## src/rtl/divide_scheduler_pkg.sv

```systemverilog
// Shared types for the divide scheduler: FSM state encoding and requester count.
// Optional feature macro used by the top: DIVIDE_SCHEDULER_ZERO_BYPASS_EN.
package divide_scheduler_pkg;
  localparam int PORTS = 2;

  typedef enum logic [1:0] {
    IDLE  = 2'd0,
    START = 2'd1,
    BUSY  = 2'd2,
    RESP  = 2'd3
  } state_t;
endpackage

```

## src/rtl/rr_arbiter_2.sv

```systemverilog
// Two-way round-robin arbiter: a lone requester wins; on contention the port
// that did not win last time is granted.
module rr_arbiter_2
  import divide_scheduler_pkg::*;
(
  input  logic [PORTS-1:0] req,
  input  logic             last_grant,
  output logic             grant_valid,
  output logic             grant
);

  always_comb begin
    grant_valid = |req;
    grant       = 1'b0;
    if (req[0] && req[1]) begin
      grant = ~last_grant;
    end else begin
      grant = req[1];
    end
  end

endmodule

```

## src/rtl/divide_scheduler.sv

```systemverilog
// Shares one multi-cycle Divider between two requesters with round-robin arbitration.
// Define DIVIDE_SCHEDULER_ZERO_BYPASS_EN to answer divide-by-zero without running the Divider.
module divide_scheduler
  import divide_scheduler_pkg::*;
#(
  parameter int N = 8
) (
  input  logic               i_clock,
  input  logic               i_reset,
  input  logic [PORTS-1:0]   i_req_valid,
  output logic [PORTS-1:0]   o_req_ready,
  input  logic [PORTS*N-1:0] i_req_dividend,
  input  logic [PORTS*N-1:0] i_req_divisor,
  output logic [PORTS-1:0]   o_resp_valid,
  input  logic [PORTS-1:0]   i_resp_ready,
  output logic [N-1:0]       o_resp_quotient,
  output logic [N-1:0]       o_resp_remainder,
  output logic               o_resp_undefined,
  output logic               o_busy,
  output logic               o_div_start,
  output logic [N-1:0]       o_div_dividend,
  output logic [N-1:0]       o_div_divisor,
  input  logic               i_div_finished,
  input  logic [N-1:0]       i_div_quotient,
  input  logic [N-1:0]       i_div_remainder,
  input  logic               i_div_undefined
);

  state_t         state_reg, state_next;
  logic           owner_reg;
  logic           last_grant_reg;
  logic [N-1:0]   dividend_reg, divisor_reg;
  logic [N-1:0]   quotient_reg, remainder_reg;
  logic           undefined_reg;

  logic           grant_valid, grant;
  logic           accept;
  logic           bypass;
  logic [N-1:0]   sel_dividend, sel_divisor;

  rr_arbiter_2 u_arb (
    .req         (i_req_valid),
    .last_grant  (last_grant_reg),
    .grant_valid (grant_valid),
    .grant       (grant)
  );

  assign accept       = (state_reg == IDLE) && grant_valid;
  assign sel_dividend = grant ? i_req_dividend[2*N-1:N] : i_req_dividend[N-1:0];
  assign sel_divisor  = grant ? i_req_divisor[2*N-1:N]  : i_req_divisor[N-1:0];

`ifdef DIVIDE_SCHEDULER_ZERO_BYPASS_EN
  assign bypass = (sel_divisor == '0);
`else
  assign bypass = 1'b0;
`endif

  // Ready is gated by reset so every output reads 0 while reset is held.
  genvar gi;
  generate
    for (gi = 0; gi < PORTS; gi++) begin : g_port
      assign o_req_ready[gi]  = !i_reset && accept && (grant == 1'(gi));
      assign o_resp_valid[gi] = (state_reg == RESP) && (owner_reg == 1'(gi));
    end
  endgenerate

  always_comb begin
    state_next = state_reg;
    case (state_reg)
      IDLE:    if (accept) state_next = bypass ? RESP : START;
      START:   state_next = BUSY;
      BUSY:    if (i_div_finished) state_next = RESP;
      RESP:    if (i_resp_ready[owner_reg]) state_next = IDLE;
      default: state_next = IDLE;
    endcase
  end

  always_ff @(posedge i_clock or posedge i_reset) begin
    if (i_reset) begin
      state_reg      <= IDLE;
      owner_reg      <= 1'b0;
      last_grant_reg <= 1'b1;
      dividend_reg   <= '0;
      divisor_reg    <= '0;
      quotient_reg   <= '0;
      remainder_reg  <= '0;
      undefined_reg  <= 1'b0;
    end else begin
      state_reg <= state_next;
      if (accept) begin
        dividend_reg   <= sel_dividend;
        divisor_reg    <= sel_divisor;
        owner_reg      <= grant;
        last_grant_reg <= grant;
        if (bypass) begin
          quotient_reg  <= '1;
          remainder_reg <= sel_dividend;
          undefined_reg <= 1'b1;
        end
      end
      if ((state_reg == BUSY) && i_div_finished) begin
        quotient_reg  <= i_div_quotient;
        remainder_reg <= i_div_remainder;
        undefined_reg <= i_div_undefined;
      end
    end
  end

  // Operands stay on the Divider bus until the response is taken, since it reloads each clock.
  assign o_div_dividend   = dividend_reg;
  assign o_div_divisor    = divisor_reg;
  assign o_div_start      = (state_reg == START);
  assign o_busy           = (state_reg != IDLE);
  assign o_resp_quotient  = quotient_reg;
  assign o_resp_remainder = remainder_reg;
  assign o_resp_undefined = undefined_reg;

endmodule

```

## config.mk

```make
export PLATFORM = sky130hd
export DESIGN_NAME = divide_scheduler
export DESIGN_NICKNAME = d
export VERILOG_FILES = /design/src/rtl/divide_scheduler_pkg.sv /design/src/rtl/rr_arbiter_2.sv /design/src/rtl/divide_scheduler.sv
export SDC_FILE = /design/constraint.sdc
export NUM_CORES = 1
export LEC_CHECK = 0
export CORE_UTILIZATION = 40
export CTS_BUF_LIST = sky130_fd_sc_hd__clkbuf_8 sky130_fd_sc_hd__clkbuf_16
export DETAILED_ROUTE_END_ITERATION = 16
export PLACE_DENSITY = 0.87
export RECOVER_POWER = 100
export SYNTH_ARGS = -nofsm -noshare
export SYNTH_HDL_FRONTEND = slang
export SYNTH_HIERARCHICAL = 1
export SYNTH_SLANG_ARGS = --single-unit
```

## constraint.sdc

```tcl
create_clock -name i_clock -period 2.3 [get_ports i_clock]
set_input_delay 0.23 -clock i_clock [delete_from_list [all_inputs] [get_ports i_clock]]
set_output_delay 0.23 -clock i_clock [all_outputs]
set_load 0.01 [all_outputs]
```

# Yosys cells after proc, flatten, opt, wreduce, memory -nomap -nowiden
# Index checks and enable logic that the tools add are counted.
dict set report word_totals {
  inputBits 56
  ff_bits 37
}
dict set report op_classes {
  muxes 9
  bitwise 3
  reduce_logical 13
  magnitude_cmp 1
  eq_ne 6
}
# cell n
set ops {}
lappend ops {{$mux 8} 2}
lappend ops {{$logic_and 1x1->1} 8}
lappend ops {{$pmux 2 s4} 1}
lappend ops {{$mux 2} 3}
lappend ops {{$eq 2x2->1 const B} 2}
lappend ops {{$ne 2x2->1 const B} 2}
lappend ops {{$mux 1} 3}
lappend ops {{$not 1->1} 3}
lappend ops {{$reduce_and 3->1} 1}
lappend ops {{$eq 2x1->1 const B} 1}
lappend ops {{$logic_not 2->1} 1}
lappend ops {{$lt 1x2->1 const B} 1}
lappend ops {{$ne 2x1->1 const B} 1}
lappend ops {{$reduce_bool 2->1} 1}
lappend ops {{$reduce_or 2->1} 1}
lappend ops {{$logic_not 1->1} 1}

# Depth between registers and ports, before layout
dict set report logic_depth {
  depth_word 4
  depth_mapped 6
  ltp_nobuf 5
}

# By module
# Netlist, hierarchy kept.
# mod instances cells_per_inst area_each_um2
set by_module_without_submodules {}
lappend by_module_without_submodules {divide_scheduler 1 136 1626.6}
lappend by_module_without_submodules {rr_arbiter_2 1 2 13.8}

# Worst setup path before layout
# OpenSTA, ideal clock, no wires.
dict set report synth_timing {
  path_kind {input-to-output}
  start {input port i_reset}
  end {output port o_req_ready[1]}
  n_path_buf 0
  arrival_ns 1.349
  setup_slack_ns 0.721
  stages 2
  required_ns 2.070
  cell_sequence {inv_1 -> and3_1}
}
dict set report synth_via {
  elab_chain_cells 3
}
# element line
set synth_lines {}
lappend synth_lines {{start, declared} divide_scheduler.sv:9} ;# input logic i_reset,
lappend synth_lines {{$logic_not 1->1 (no line)} --}
lappend synth_lines {{$logic_and 1x1->1 (2 in series)} divide_scheduler.sv:62} ;# assign o_req_ready[gi] = !i_reset && accept && (grant == 1'(gi));
lappend synth_lines {{end, declared} divide_scheduler.sv:11} ;# output logic [PORTS-1:0] o_req_ready,
# No other way between the ends.

# Worst setup path after layout
dict set report layout_timing {
  start {register state_reg[0]}
  end {output port o_req_ready[0]}
}
dict set report layout_via {
  elab_chain_cells 4
}
# element line
set layout_lines {}
lappend layout_lines {{start, declared} divide_scheduler.sv:29} ;# state_t state_reg, state_next;
lappend layout_lines {{start signal, assigned} divide_scheduler.sv:89} ;# state_reg <= state_next;
lappend layout_lines {{$logic_not 2->1} divide_scheduler.sv:48} ;# assign accept = (state_reg == IDLE) && grant_valid;
lappend layout_lines {{$logic_and 1x1->1} divide_scheduler.sv:48}
lappend layout_lines {{$logic_and 1x1->1 (2 in series)} divide_scheduler.sv:62}
# No other way between the ends.

==> results.toml <==
[sta]
fin_tns_setup_ns = 0
period_share_pct = 93.4
whs_ns = 0.474
fmax_mhz = 466
setup_violations = 0
tightest_slew_ns = 0.916
final.min_clock_period_ns = 2.15
hold_violations = 0
relSlewSlack_pct = 39.0
setup_slack_ns = 0.152
rsz0062_at_grt = "no"
slew_violations = 0
skew_ns = 0.00594

[clocking]
cts_resized = 0
cts_tree = "built"
post_cts.repair.setup_buffers = 0
clkTransAtPathRegs_ns = 0.07
cts-buffers-inserted = 5
numClockSinks = 37
clockRootBuffer = "clkbuf_8"
hold_buffers = 0
clockBufferDepth = 2
htreeDepth = 2
clkLatencyLatePin_ns = 0.28

[cells_and_area]
drive_gt1_share_pct = 7.11
multi_input_area_um2 = 667
n_antenna_cell = 0
layout_commonest_cell = "clkdlybuf4s50_1"
most-common-layout-cells = "55 x clkdlybuf4s50_1, 39 x dlygate4sd3_1, 36 x dfrtp_1, 24 x nand2_1, 18 x mux2_1"
fillers = 285
fin_nets = 298
register_area_um2 = 927
layout-area-overhead-vs-synth_pct = 68.7
fin_area_um2 = 2770

[global_routing]
grt_max_degree = 38
antenna_found_initial = 0
track_usage_pct = 18.2
grt-ovfl-total = 0
grt_pass1_wl_mm = 5.95
grt_pass1_vias = 1351

[routing]
wl_mm = 3.56
drtIter0Drc = 74
drc_errors = 0
num_vias = 1334
vias_per_cell = 4.65
final_antenna_net_count = 0
wire_per_inst_um = 12.4
dr.pass1.iters = 4

[yosys]
yosysSeqAreaShare_pct = 56.5
ys_warn_count = 6
netlist_area_um2 = 1640
synth_cell_types = 22
synthCells = 138
avgSynthCellArea_um2 = 11.9
syn-num-nets = 198
ys_ff_latch = 37

[setup_path]
critPathMaxStageDelay_ns = 0.65
cp_slowest_cell = "dlygate4sd3_1"
start_kind = "flip-flop"
endpoint_kind = "output port"
path_class = "flip-flop to output port"
crit_required_ns = 2.07
crit_arrival_ns = 1.92
critPathTopFamily = "buffers and inverters"
critical_path_buf_inv_count = 2
path_cells = "inv_1, ha_1, nand2_1, nor3_1, dlygate4sd3_1"
r2r_setup_slack_ns = 0.33
path_max_fanout = 5

[power]
power.leakage_nw = 1.26
irDropWorstVdd_mv = 0.634
power_mw = 3.13
power_density_nw_per_um2 = 1130

[floorplan]
ios = 95
fp.dieH_um = 66.0
initial_core_util_pct = 43.2
dieArea_um2 = 4360
rows = 22
core-area_um2 = 3800
die_w_um = 66.0

[placement]
hpwlAfterDp_mm = 2.80
placed_cell_area_um2 = 2660
gp_congestion = 0.723
dp_slack_ns = 0.277
port_buffers = 94

[run_status]
outcome = "finished, final reports clean"

[run]
maxCapViolCount = 0

[worst_hold_path]
hp-class = "flip-flop to flip-flop"
[power by group]
| group | total, mW | leakage (nW) | switching, mW | internal [mW] |
|---|---|---|---|---|
| Combinational | 1.41 | 0.755 | 0.630 | 0.784 |
| Sequential | 1.14 | 0.446 | 0.158 | 0.982 |
| Clock | 0.576 | 0.0574 | 0.223 | 0.352 |
| Total | 3.13 | 1.26 | 1.01 | 2.12 |
[path summary, 6_finish.rpt]
path,from,endpoint,cells past startpoint
max,state_reg[0],o_req_ready[0],5
min,o_div_dividend[0],o_div_dividend[0],2
max reg2reg,state_reg[0],o_resp_remainder[5],5
min reg2reg,o_div_dividend[0],o_div_dividend[0],2
max in group asynchronous,i_reset,o_resp_remainder[2],3
min in group asynchronous,i_reset,o_div_dividend[5],3
[final cells by class]
type	instances	share of cell area [%]
Clock buffer	6	2.98
Clock inverter	2	1.36
Inverter	6	0.859
Multi-Input combinational cell	89	24.1
Sequential cell	37	33.5
Tap cell	48	2.17
Timing Repair Buffer	99	35.0
[synth_stat cells]
cell type / n / area (µm²)
dfrtp_1: 36 / 901
nand2_1: 24 / 90.1
mux2_1: 18 / 203
mux2i_1: 17 / 170
o21ai_1: 11 / 55.1
inv_1: 5 / 18.8
o21ai_0: 5 / 25.0
ha_1: 4 / 50.1
buf_2: 3 / 15.0
clkbuf_1: 3 / 11.3
a21boi_1: 1 / 7.51
a222oi_1: 1 / 10.0
a2bb2oi_1: 1 / 8.76
and2_1: 1 / 6.26
and2_2: 1 / 7.51
and2b_2: 1 / 8.76
and3_1: 1 / 6.26
clkinvlp_2: 1 / 5.00
dfstp_2: 1 / 26.3
nor2_1: 1 / 3.75
nor3_1: 1 / 5.00
or2_1: 1 / 6.26
[stage by stage]
stage / cells / utilization, %
after detailed placement: 279 / 69.9
final: 287 / 72.9
after global routing: 287 / 72.9
after global placement: 279 / 69.9
after CTS: 287 / 73.1
after floorplan: 138 / -
[routing by layer]
metal	vias up	part of all wire [%]	global-route usage, %
met5	-	0	0
met4	0	1.1	6.38
met3	5	9.2	6.38
met2	57	48	30.1
met1	606	41	21.7
li1	666	-	-
[cells by family (layout without fill, tap and decap cells)]
family	after synthesis	count (layout)	synth area share, %
fa+ha+maj	4	4	3.05
flops	37	37	56.5
simple gates	31	31	8.16
buf+inv	12	113	3.05
compound gates	19	19	6.48
mux	35	35	22.7
[worst reg2reg max path, stage by stage, from the launching register on]
cell	delay (ns)
dfrtp_1	0.39
inv_1	0.08
ha_1	0.23
nand2_1	0.06
clkbuf_1	0.68
mux2_1	0.40
Power figures use the tool's default switching activity.
